`config.mk`:
```
export PLATFORM = sky130hd
export DESIGN_NAME = fifo_rd_packer
export DESIGN_NICKNAME = d
export VERILOG_FILES = /design/src/rtl/fifo_rd_packer.sv
export SDC_FILE = /design/constraint.sdc
export NUM_CORES = 1
export LEC_CHECK = 0
export ABC_AREA = 1
export BUFFER_PORTS_ARGS = -buffer_cell sky130_fd_sc_hd__buf_2
export CORE_ASPECT_RATIO = 0.6
export CORE_UTILIZATION = 55
export DETAILED_ROUTE_END_ITERATION = 12
export PLACE_DENSITY = 0.82
export SLEW_MARGIN = 25
export SYNTH_ARGS = -nofsm -noshare
export SYNTH_HDL_FRONTEND = slang
export SYNTH_SLANG_ARGS = --single-unit
```
`constraint.sdc`:
```
create_clock -name clk -period 3.4 [get_ports clk]
set_input_delay 0.34 -clock clk [delete_from_list [all_inputs] [get_ports clk]]
set_output_delay 0.34 -clock clk [all_outputs]
set_load 0.05 [all_outputs]
```
`src/rtl/fifo_rd_packer.sv`:
```
// Drains words from a synchronous FIFO and packs PACK of them into one wide word on a valid/ready stream.
// Optional out_parity port when FIFO_RD_PACKER_PARITY_EN is defined.
module fifo_rd_packer #(
    parameter  int DATA_W = 4,
    parameter  int PACK   = 4,
    localparam int CNT_W  = $clog2(PACK + 1)
) (
    input  logic                     clk,
    input  logic                     rstn,
    output logic                     fifo_rd_ena,
    input  logic                     fifo_empty,
    input  logic [DATA_W-1:0]        fifo_data,
    input  logic                     flush,
    output logic                     out_valid,
    input  logic                     out_ready,
    output logic [PACK*DATA_W-1:0]   out_data,
`ifdef FIFO_RD_PACKER_PARITY_EN
    output logic                     out_parity,
`endif
    output logic [CNT_W-1:0]         out_cnt
);

    typedef enum logic {FILL, HOLD} state_t;

    state_t                   state_q, state_d;
    logic [CNT_W-1:0]         count_q, count_d;
    logic                     rd_pend_q, rd_pend_d;
    logic                     flush_req_q, flush_req_d;
    logic [PACK*DATA_W-1:0]   lanes_q, lanes_d;
    logic                     out_valid_q, out_valid_d;
    logic [PACK*DATA_W-1:0]   out_data_q, out_data_d;
    logic [CNT_W-1:0]         out_cnt_q, out_cnt_d;
    logic                     out_parity_q, out_parity_d;

    logic [CNT_W-1:0]         cnt_cap;
    logic [PACK*DATA_W-1:0]   lanes_cap;
    logic                     out_free;
    logic                     emit_want;

    // Counting the in-flight read keeps back-to-back reads from overfilling the pack.
    always_comb begin
        cnt_cap     = count_q + CNT_W'(rd_pend_q);
        fifo_rd_ena = rstn && !fifo_empty && (state_q == FILL) && !flush_req_q
                      && (cnt_cap < CNT_W'(PACK));
    end

    always_comb begin
        lanes_cap = lanes_q;
        if (rd_pend_q) begin
            lanes_cap[count_q*DATA_W +: DATA_W] = fifo_data;
        end

        out_free  = !out_valid_q || out_ready;
        emit_want = (state_q == HOLD) || (cnt_cap == CNT_W'(PACK))
                    || (flush_req_q && !rd_pend_q && (count_q != '0));

        state_d      = state_q;
        count_d      = cnt_cap;
        lanes_d      = lanes_cap;
        rd_pend_d    = fifo_rd_ena;
        flush_req_d  = flush_req_q || flush;
        out_valid_d  = out_valid_q && !out_ready;
        out_data_d   = out_data_q;
        out_cnt_d    = out_cnt_q;
        out_parity_d = out_parity_q;

        if (emit_want && out_free) begin
            out_data_d   = lanes_cap;
            out_cnt_d    = cnt_cap;
            out_parity_d = ^lanes_cap;
            out_valid_d  = 1'b1;
            count_d      = '0;
            lanes_d      = '0;
            flush_req_d  = 1'b0;
            state_d      = FILL;
        end else if (emit_want) begin
            state_d = HOLD;
        end else if (flush_req_q && !rd_pend_q && (count_q == '0)) begin
            // Flush of an empty pack: nothing to emit, just retire the request.
            flush_req_d = 1'b0;
        end
    end

    always_ff @(posedge clk or negedge rstn) begin
        if (!rstn) begin
            state_q      <= FILL;
            count_q      <= '0;
            rd_pend_q    <= 1'b0;
            flush_req_q  <= 1'b0;
            lanes_q      <= '0;
            out_valid_q  <= 1'b0;
            out_data_q   <= '0;
            out_cnt_q    <= '0;
            out_parity_q <= 1'b0;
        end else begin
            state_q      <= state_d;
            count_q      <= count_d;
            rd_pend_q    <= rd_pend_d;
            flush_req_q  <= flush_req_d;
            lanes_q      <= lanes_d;
            out_valid_q  <= out_valid_d;
            out_data_q   <= out_data_d;
            out_cnt_q    <= out_cnt_d;
            out_parity_q <= out_parity_d;
        end
    end

    assign out_valid = out_valid_q;
    assign out_data  = out_data_q;
    assign out_cnt   = out_cnt_q;
`ifdef FIFO_RD_PACKER_PARITY_EN
    assign out_parity = out_parity_q;
`else
    logic unused_parity;
    assign unused_parity = out_parity_q;
`endif

endmodule

```
==> results.py, run 1 <==
metrics = {
    "sta": {
        "max_slew_margin_pct": 65.1,
        "worst_slack_ns": 0.969,
        "grt_setup_unrepaired": "false",
        "fmax_mhz": 411,
        "fin_setup_tns_ns": 0,
        "skew_ns": 0.00410,
        "tightest_slew_ns": 0.523,
        "min_period_ns": 2.43,
        "hold_viol_final": 0,
        "finalSetupViolCount": 0,
        "slew_viol_final": 0,
        "holdWs_ns": 0.111,
        "fin_crit_sh_pct": 71.5,
    },
    "place": {
        "port_buffers": 29,
        "gp_congestion": 0.872,
        "hpwlAfterDp_um": 2900,
        "place_ws_ns": 1.27,
        "dpl-instance-area_mm2": 0.00226,
    },
    "power_and_ir_drop": {
        "p_sw_share_pct": 50.9,
        "power_frac_seq_pct": 33.0,
        "power_frac_comb_pct": 52.5,
        "internal_power_uw": 1110,
        "ir_worst_vdd_mv": 0.546,
        "pwr_density_cell_mw_per_mm2": 958,
        "p_clk_share_pct": 14.5,
        "switchingPower_uw": 1150,
        "p_leak_uw": 0.00141,
    },
    "worst_setup_path": {
        "crit_family": "flip-flops",
        "worst-endpoint-arrival_ns": 2.09,
        "slowest_delay_ns": 0.52,
        "cp-end-kind": "output pin",
        "path_buf_inv": 2,
        "crit_type": "reg2out",
        "crit_slowest_cell": "dfrtp_1",
        "cp_cell_sequence": "ha_1 -> ha_1 -> inv_1 -> nand2_2 -> nand2_2 -> nand3_1 -> nor3_1 -> buf_2",
        "cp-start-kind": "register",
        "crit_fanout": 12,
        "crit_required_ns": 3.06,
    },
    "clocking": {
        "postCtsSetupBuffers": 0,
        "cts_buffer_depth": 2,
        "cts-resized-gates": 0,
        "clk_pin_slew_ns": 0.08,
        "numCtsBuffers": 5,
        "htree_levels": 2,
        "tritoncts": "built",
        "cts_sinks": 42,
        "worstSkewPairLatency_ns": 0.29,
        "cts_hold_buf": 0,
        "cts_root_buf": "clkbuf_8",
    },
    "layout": {
        "nets": 304,
        "n_antenna_cell": 0,
        "multi_input_area_um2": 888,
        "nFillCells": 319,
        "syn_to_final_growth_pct": 11.4,
        "layout-drive-gt1-share_pct": 21.1,
        "stdcell_area_mm2": 0.00235,
        "final-seq-area_mm2": 0.00105,
    },
    "grt": {
        "grt_pass1_wl_um": 7090,
        "grt_pass1_vias": 1500,
        "grt_antenna_before_repair": 0,
        "overflow": 0,
        "grt.total_usage_pct": 23.5,
        "grt_max_degree": 44,
    },
    "drt": {
        "vias": 1673,
        "routed_wl_um": 4080,
        "viasPerCell": 4.98,
        "firstDrtPassIters": 4,
        "drtAntennaViolNets": 0,
        "drcViolationCount": 0,
        "initialDrtViolationCount": 109,
        "wire_per_inst_um": 12.1,
    },
    "synthesis": {
        "synth_top_area_share_pct": 49.7,
        "synth_area_mm2": 0.00211,
        "synth_flop_cell": "dfrtp_1",
        "syn_nets": 274,
        "synth_warnings": 0,
        "synth_edf_count": 0,
        "ys_seq_area_share_pct": 49.7,
        "syn_inst": 258,
        "ys_seq_elements": 42,
        "async_flop_share_pct": 100,
        "yosysTopAreaCell": "dfrtp_1",
        "synth_area_leaders": "dfrtp_1, nand2_1, inv_1",
        "avgSynthCellArea_um2": 8.19,
        "ys_types": 25,
    },
    "floorplanning": {
        "fp.dieH_um": 50.0,
        "pin_count": 30,
        "core_area_mm2": 0.00368,
        "die_w_um": 82.0,
        "die_area_mm2": 0.00410,
        "fp-row-count": 17,
        "floorplan.initialDensity_pct": 57.4,
    },
    "worst_hold_path": {
        "hold_path_class": "in2async",
    },
    "run": {
        "max_cap_viol_count": 0,
    },
    "outcome": {
        "status": "completed",
    },
}
-- metal layers --
metal	wire length (um)	global-route usage [%]
met5	0	0
met4	44	8.48
met3	215	6.11
met2	1670	31.3
met1	2150	36.0
-- cells in the final DEF, fill, tap and decap left out, types with 4 or more instances in the layout --
master	n
nand2_1	106
dfrtp_1	42
buf_2	29
inv_1	28
nand3_1	20
nor2_1	16
nor2_2	10
ha_1	7
clkbuf_8	6
nand4_1	4
-- layout make-up --
class | count | area share [%]
multi-input combinational | 179 | 37.7
tap | 47 | 2.50
clock buffer | 7 | 3.67
clock inverter | 1 | 0.213
timing repair buffer | 30 | 6.48
inverter | 30 | 4.78
sequential | 42 | 44.6
-- sequential cells by signal, indices dropped and copies added (netlist names) --
signal and cells:
out_cnt 3, lanes_q 16, rd_pend_q 1, state_q 1
count_q 3, out_data 16, flush_req_q 1, out_valid 1
-- cell usage after synthesis, types with 2 or more instances --
cell and n:
nand2_2 3, nand2_1 106, dfrtp_1 42, nor2_1 16, inv_2 2, nand3_1 20
nor2_4 3, ha_1 7, nor2_2 10, nand4_1 4, buf_6 2, buf_2 3
inv_1 28
-- logic make-up after synthesis --
kind of cell | count (synthesis) | synth area share [%]
simple gates | 170 | 37.3
flops | 42 | 49.7
buf+inv | 37 | 8.23
fa+ha+maj | 7 | 4.14
compound gates | 2 | 0.592
-- per-stage QoR --
step,std cells,power (uW),util [%]
final,336,2260,64.0
after CTS,336,2270,64.0
after detailed placement,328,1930,61.5
after floorplan,258,1760,-
after global routing,336,2430,64.0
after global placement,328,1900,61.5
-- path summary, 6_finish.rpt --
kind | to | slack, ns | start | depth (start not counted)
setup reg to reg | out_data[11]$_DFFE_PN0P_ | 1.27 | count_q[0]$_DFF_PN0_ | 8
setup / recovery | fifo_rd_ena | 0.97 | count_q[0]$_DFF_PN0_ | 8
max in group asynchronous | lanes_q[7]$_DFF_PN0_ | 2.94 | rstn | 2
hold reg to reg | out_data[12]$_DFFE_PN0P_ | 0.47 | out_data[12]$_DFFE_PN0P_ | 2
hold / removal | rd_pend_q$_DFF_PN0_ | 0.11 | rstn | 2
min in group clk | rd_pend_q$_DFF_PN0_ | 0.21 | fifo_empty | 2
-- power groups by stage --
stage	Clock [uW]	Sequential [uW]	Combinational, uW
detailed placement	0	753	1180
CTS	336	744	1190
global placement	0	750	1150
floorplan	0	1030	726
global route	363	767	1300
finish	328	744	1180
No activity file was read; power rests on OpenSTA's default activity.
==> inputs of run 2 (changes only) <==
--- a/config.mk
+++ b/config.mk
@@ -8,9 +8,9 @@
 export ABC_AREA = 1
 export BUFFER_PORTS_ARGS = -buffer_cell sky130_fd_sc_hd__buf_2
 export CORE_ASPECT_RATIO = 0.6
-export CORE_UTILIZATION = 55
+export CORE_UTILIZATION = 51
 export DETAILED_ROUTE_END_ITERATION = 12
-export PLACE_DENSITY = 0.82
+export PLACE_DENSITY = 0.8
 export SLEW_MARGIN = 25
 export SYNTH_ARGS = -nofsm -noshare
 export SYNTH_HDL_FRONTEND = slang
==> constraint.sdc (replaced) <==
create_clock -name clk -period 2.1 [get_ports clk]
set_input_delay 0.21 -clock clk [delete_from_list [all_inputs] [get_ports clk]]
set_output_delay 0.21 -clock clk [all_outputs]
set_load 0.05 [all_outputs]
==> run 2 against run 1 <==
Sequential power up 60%. Via count rose by 1.0%. Total power is 67% higher. Die area up 7.6%. Count of clock-buffer cells in the layout unchanged. Routed wire length grew 5.0%. Hold slack worse by 0.088 ns.
==> results.py, run 2 (synthesis results as in run 1) <==
metrics = {
    "floorplanning": {
        "floorplan.initialDensity_pct": 55.5,
        "die_area_mm2": 0.00441,
        "die_w_um": 85.1,
        "fp.dieH_um": 51.9,
        "fp-row-count": 17,
        "pin_count": 30,
        "core_area_mm2": 0.00381,
    },
    "clocking": {
        "cts_sinks": 42,
        "worstSkewPairLatency_ns": 0.30,
        "htree_levels": 2,
        "clk_pin_slew_ns": 0.08,
        "tritoncts": "built",
        "cts_buffer_depth": 2,
        "cts_root_buf": "clkbuf_8",
        "cts_hold_buf": 0,
        "numCtsBuffers": 5,
    },
    "sta": {
        "tightest_slew_ns": 0.523,
        "fmax_mhz": 503,
        "skew_ns": 0.00451,
        "min_period_ns": 1.99,
        "grt_setup_unrepaired": "false",
        "slew_viol_final": 0,
        "hold_viol_final": 0,
        "max_slew_margin_pct": 65.1,
        "fin_setup_tns_ns": 0,
        "fin_crit_sh_pct": 94.6,
        "finalSetupViolCount": 0,
    },
    "power_and_ir_drop": {
        "pwr_density_cell_mw_per_mm2": 1540,
        "ir_worst_vdd_mv": 0.814,
        "p_leak_uw": 0.00144,
    },
    "grt": {
        "overflow": 0,
        "grt_max_degree": 43,
        "grt.total_usage_pct": 22.5,
        "grt_antenna_before_repair": 0,
        "grt_pass1_vias": 1611,
        "grt_pass1_wl_um": 7390,
    },
    "layout": {
        "final_cell_mix": "nand2_1, dfrtp_1, inv_1, buf_2, nand3_1",
        "nFillCells": 347,
        "layout-drive-gt1-share_pct": 24.1,
        "n_antenna_cell": 0,
        "nets": 310,
        "layout_commonest_cell": "nand2_1",
        "fin_util_pct": 64.0,
        "syn_to_final_growth_pct": 15.4,
    },
    "run": {
        "max_cap_viol_count": 0,
    },
    "place": {
        "port_buffers": 29,
        "gp_congestion": 0.820,
        "hpwlAfterDp_um": 2960,
    },
    "drt": {
        "vias": 1690,
        "drtAntennaViolNets": 0,
        "wire_per_inst_um": 12.5,
        "initialDrtViolationCount": 64,
        "firstDrtPassIters": 4,
        "viasPerCell": 4.94,
        "routed_wl_um": 4290,
        "drcViolationCount": 0,
    },
    "worst_setup_path": {
        "slowest_delay_ns": 0.44,
        "cp_cell_sequence": "ha_2 -> ha_1 -> inv_1 -> nand2_2 -> nand2_4 -> nand3_4 -> nor3_4 -> buf_6",
        "rrSetupSlack_ns": 0.19,
        "path_buf_inv": 2,
        "crit_slowest_cell": "dfrtp_2",
        "crit_required_ns": 1.89,
        "cp-end-kind": "output pin",
        "crit_fanout": 4,
        "crit_type": "reg2out",
        "crit_family": "flip-flops",
        "cp-start-kind": "register",
        "worst-endpoint-arrival_ns": 1.78,
    },
    "outcome": {
        "status": "completed",
    },
    "worst_hold_path": {
        "hold_path_class": "in2async",
    },
}
==> run 2: worst register-to-register path, cell delays in order, from the launching register on <==
cell and delay (ns):
dfrtp_2 0.44, ha_2 0.18, ha_1 0.30, nor2_1 0.14, inv_1 0.07, nor2_2 0.15, nor2_4 0.07, nor2_8 0.32
nand2_1 0.10, nand2_1 0.08
==> run 2: repair_timing <==
item	in CTS	in global routing
gates resized for setup	3	5
endpoints found under the setup margin	1	3
pin swaps	0	2
setup buffers	0	4
==> run 2: report_power, final <==
group	total (uW)	switching, uW	internal (uW)
sequential	1190	134	1050
clock	538	273	265
combinational	2040	1500	546
total	3770	1900	1860
==> run 2: worst paths after layout <==
kind / from / end / cells past startpoint
setup / recovery: rd_pend_q$_DFF_PN0_ / fifo_rd_ena / 8
hold / removal: rstn / out_cnt[2]$_DFFE_PN0P_ / 2
setup reg to reg: rd_pend_q$_DFF_PN0_ / out_data[3]$_DFFE_PN0P_ / 9
hold reg to reg: out_data[4]$_DFFE_PN0P_ / out_data[4]$_DFFE_PN0P_ / 2
max in group asynchronous: rstn / rd_pend_q$_DFF_PN0_ / 2
min in group clk: fifo_empty / rd_pend_q$_DFF_PN0_ / 3
==> run 2: routing by layer <==
metal | part of all wire [%] | global-route usage (%) | vias to the layer above
met2 | 45 | 35.6 | 39
met5 | 0 | 0 | -
met1 | 48 | 29.9 | 784
li1 | - | - | 859
met3 | 5.7 | 5.56 | 8
met4 | 1.3 | 9.60 | 0
==> run 2: cell type report <==
| cell class | instances | area [um2] | share of cell area, % |
|---|---|---|---|
| Sequential cell | 42 | 1050 | 43.2 |
| Multi-Input combinational cell | 179 | 920 | 37.7 |
| Timing Repair Buffer | 36 | 204 | 8.36 |
| Inverter | 30 | 113 | 4.62 |
| Clock buffer | 7 | 86.3 | 3.54 |
| Tap cell | 47 | 58.8 | 2.41 |
| Clock inverter | 1 | 5.00 | 0.205 |
==> run 2: stage by stage <==
step	cell area [um2]	setup slack, ns	std cells	power [uW]	hold WS, ns
detailed placement	2280	0.139	330	3180	0.335
CTS	2380	0.0125	338	3730	0.0143
global placement	2280	0.213	330	3120	0.330
global route	2440	0.00190	342	4040	0.0828
floorplan	2120	0.162	258	2850	-0.0856
finish	2440	0.114	342	3770	0.0234
==> inputs of run 3 (changes only) <==
--- a/config.mk
+++ b/config.mk
@@ -6,11 +6,11 @@
 export NUM_CORES = 1
 export LEC_CHECK = 0
 export ABC_AREA = 1
-export BUFFER_PORTS_ARGS = -buffer_cell sky130_fd_sc_hd__buf_2
+export BUFFER_PORTS_ARGS = -buffer_cell sky130_fd_sc_hd__buf_4
 export CORE_ASPECT_RATIO = 0.6
 export CORE_UTILIZATION = 51
 export DETAILED_ROUTE_END_ITERATION = 12
-export PLACE_DENSITY = 0.8
+export PLACE_DENSITY = 0.75
 export SLEW_MARGIN = 25
 export SYNTH_ARGS = -nofsm -noshare
 export SYNTH_HDL_FRONTEND = slang
==> run 3 against run 2 <==
Die area stayed put. Routed wire length down 1.7%. Critical path type unchanged. Worst setup slack lost 0.0065 ns. Critical path depth did not move. Sequential share of layout area decreased by 1.3 points. Via count fell by 1.7%. Clock power is 4.1% lower.
==> results.py, run 3 (synthesis results as in run 1) <==
metrics = {
    "floorplanning": {
        "fp.dieH_um": 51.9,
        "floorplan.initialDensity_pct": 55.5,
        "fp-row-count": 17,
        "pin_count": 30,
        "die_area_mm2": 0.00441,
        "die_w_um": 85.1,
        "core_area_mm2": 0.00381,
    },
    "sta": {
        "hold_viol_final": 0,
        "min_period_ns": 1.99,
        "finalSetupViolCount": 0,
        "fin_crit_sh_pct": 94.9,
        "slew_viol_final": 0,
        "grt_setup_unrepaired": "false",
        "skew_ns": 0.00809,
        "worst_slack_ns": 0.107,
        "fin_setup_tns_ns": 0,
        "max_slew_margin_pct": 65.2,
        "tightest_slew_ns": 0.521,
        "fmax_mhz": 502,
    },
    "drt": {
        "vias": 1661,
        "firstDrtPassIters": 4,
        "routed_wl_um": 4210,
        "viasPerCell": 4.83,
        "wire_per_inst_um": 12.2,
        "initialDrtViolationCount": 105,
        "drcViolationCount": 0,
        "drtAntennaViolNets": 0,
    },
    "worst_setup_path": {
        "reg2reg_from": "count_q[0]$_DFF_PN0_",
        "crit_slowest_cell": "dfrtp_1",
        "rrSetupSlack_ns": 0.22,
        "cp_cell_sequence": "ha_1 -> ha_1 -> inv_1 -> nand2_2 -> nand2_4 -> nand3_2 -> nor3_4 -> buf_6",
        "cp-end-kind": "output pin",
        "crit_path_start": "rd_pend_q$_DFF_PN0_",
        "crit_fanout": 3,
        "crit_required_ns": 1.89,
        "slowest_delay_ns": 0.40,
        "cp-start-kind": "register",
        "path_buf_inv": 2,
        "crit_family": "simple AND/OR/NAND/NOR gates",
        "worst-endpoint-arrival_ns": 1.78,
        "cpMostUsedCell": "ha_1",
        "crit_type": "reg2out",
    },
    "layout": {
        "final_cell_mix": "nand2_1, dfrtp_1, buf_4",
        "syn_to_final_growth_pct": 18.8,
        "layout.cells.non_filler": 344,
        "stdcell_area_mm2": 0.00251,
        "layout-drive-gt1-share_pct": 23.6,
        "n_antenna_cell": 0,
        "final-seq-area_mm2": 0.00105,
        "nets": 312,
        "layout_commonest_cell": "nand2_1",
        "nFillCells": 338,
        "multi_input_area_um2": 910,
    },
    "clocking": {
        "cts_buffer_depth": 2,
        "clk_pin_slew_ns": 0.08,
        "numCtsBuffers": 5,
        "worstSkewPairLatency_ns": 0.30,
        "cts_sinks": 42,
        "cts_root_buf": "clkbuf_8",
        "htree_levels": 2,
        "tritoncts": "built",
    },
    "place": {
        "place_ws_ns": 0.166,
        "dpl-instance-area_mm2": 0.00236,
        "dp.cells": 330,
        "gp_congestion": 0.834,
        "hpwlAfterDp_um": 2930,
        "port_buffers": 29,
    },
    "grt": {
        "grt_max_degree": 43,
        "grt_antenna_before_repair": 0,
        "grt_pass1_wl_um": 7250,
        "overflow": 0,
        "grt_pass1_vias": 1577,
        "grt.total_usage_pct": 22.2,
    },
    "power_and_ir_drop": {
        "finalPower_uw": 3830,
        "p_leak_uw": 0.00146,
        "ir_worst_vdd_mv": 0.714,
        "pwr_density_cell_mw_per_mm2": 1530,
    },
    "worst_hold_path": {
        "hold_path_class": "in2reg",
        "worstHoldStart": "fifo_empty",
    },
    "outcome": {
        "status": "completed",
    },
    "run": {
        "max_cap_viol_count": 0,
    },
}
run 3: repair_timing:
item,in CTS,in global routing
hold buffers,1,0
pin swaps,0,2
resized for setup,2,2
setup endpoints to repair,1,1
buffers inserted,2,3
endpoints found under the hold margin,42,0
run 3: worst min-delay path, stage by stage:
cell	delay, ns
buf_4	0.09
nor3_4	0.03
buf_4	0.13
run 3: worst paths after layout:
kind,to,cells past startpoint
setup / recovery,fifo_rd_ena,8
max in group asynchronous,lanes_q[10]$_DFF_PN0_,3
setup reg to reg,out_data[6]$_DFFE_PN0P_,10
hold / removal,rd_pend_q$_DFF_PN0_,3
min in group asynchronous,out_data[15]$_DFFE_PN0P_,3
hold reg to reg,out_cnt[2]$_DFFE_PN0P_,2
run 3: routing by layer:
| metal | routed length, um | share of wire, % | vias to the layer above | track usage [%] |
|---|---|---|---|---|
| met5 | 0 | 0 | - | 0 |
| met4 | 38 | 0.90 | 0 | 8.47 |
| met3 | 168 | 4.0 | 3 | 5.24 |
| met2 | 1770 | 42 | 28 | 33.3 |
| met1 | 2240 | 53 | 775 | 31.4 |
| li1 | - | - | 855 | - |
run 3: power breakdown:
| part | total [uW] | switching [uW] | internal [uW] |
|---|---|---|---|
| clock | 516 | 281 | 235 |
| sequential | 1180 | 129 | 1050 |
| combinational | 2130 | 1490 | 639 |
run 3: stage by stage:
step	hold WS [ns]	utilization, %
2_1_floorplan	-0.0856	-
3_3_place_gp	0.319	61.9
3_5_place_dp	0.317	61.9
4_1_cts	0.0684	65.1
5_1_grt	0.185	65.9
6_report	0.197	65.9
run 3: area by class of cell:
cell class | count | area share [%]
clock buffers | 6 | 2.89
clock inverters | 2 | 0.548
inverters | 30 | 4.49
multi-input cells | 179 | 36.2
flip-flops and latches | 42 | 41.9
well taps | 47 | 2.34
repair buffers | 38 | 11.6
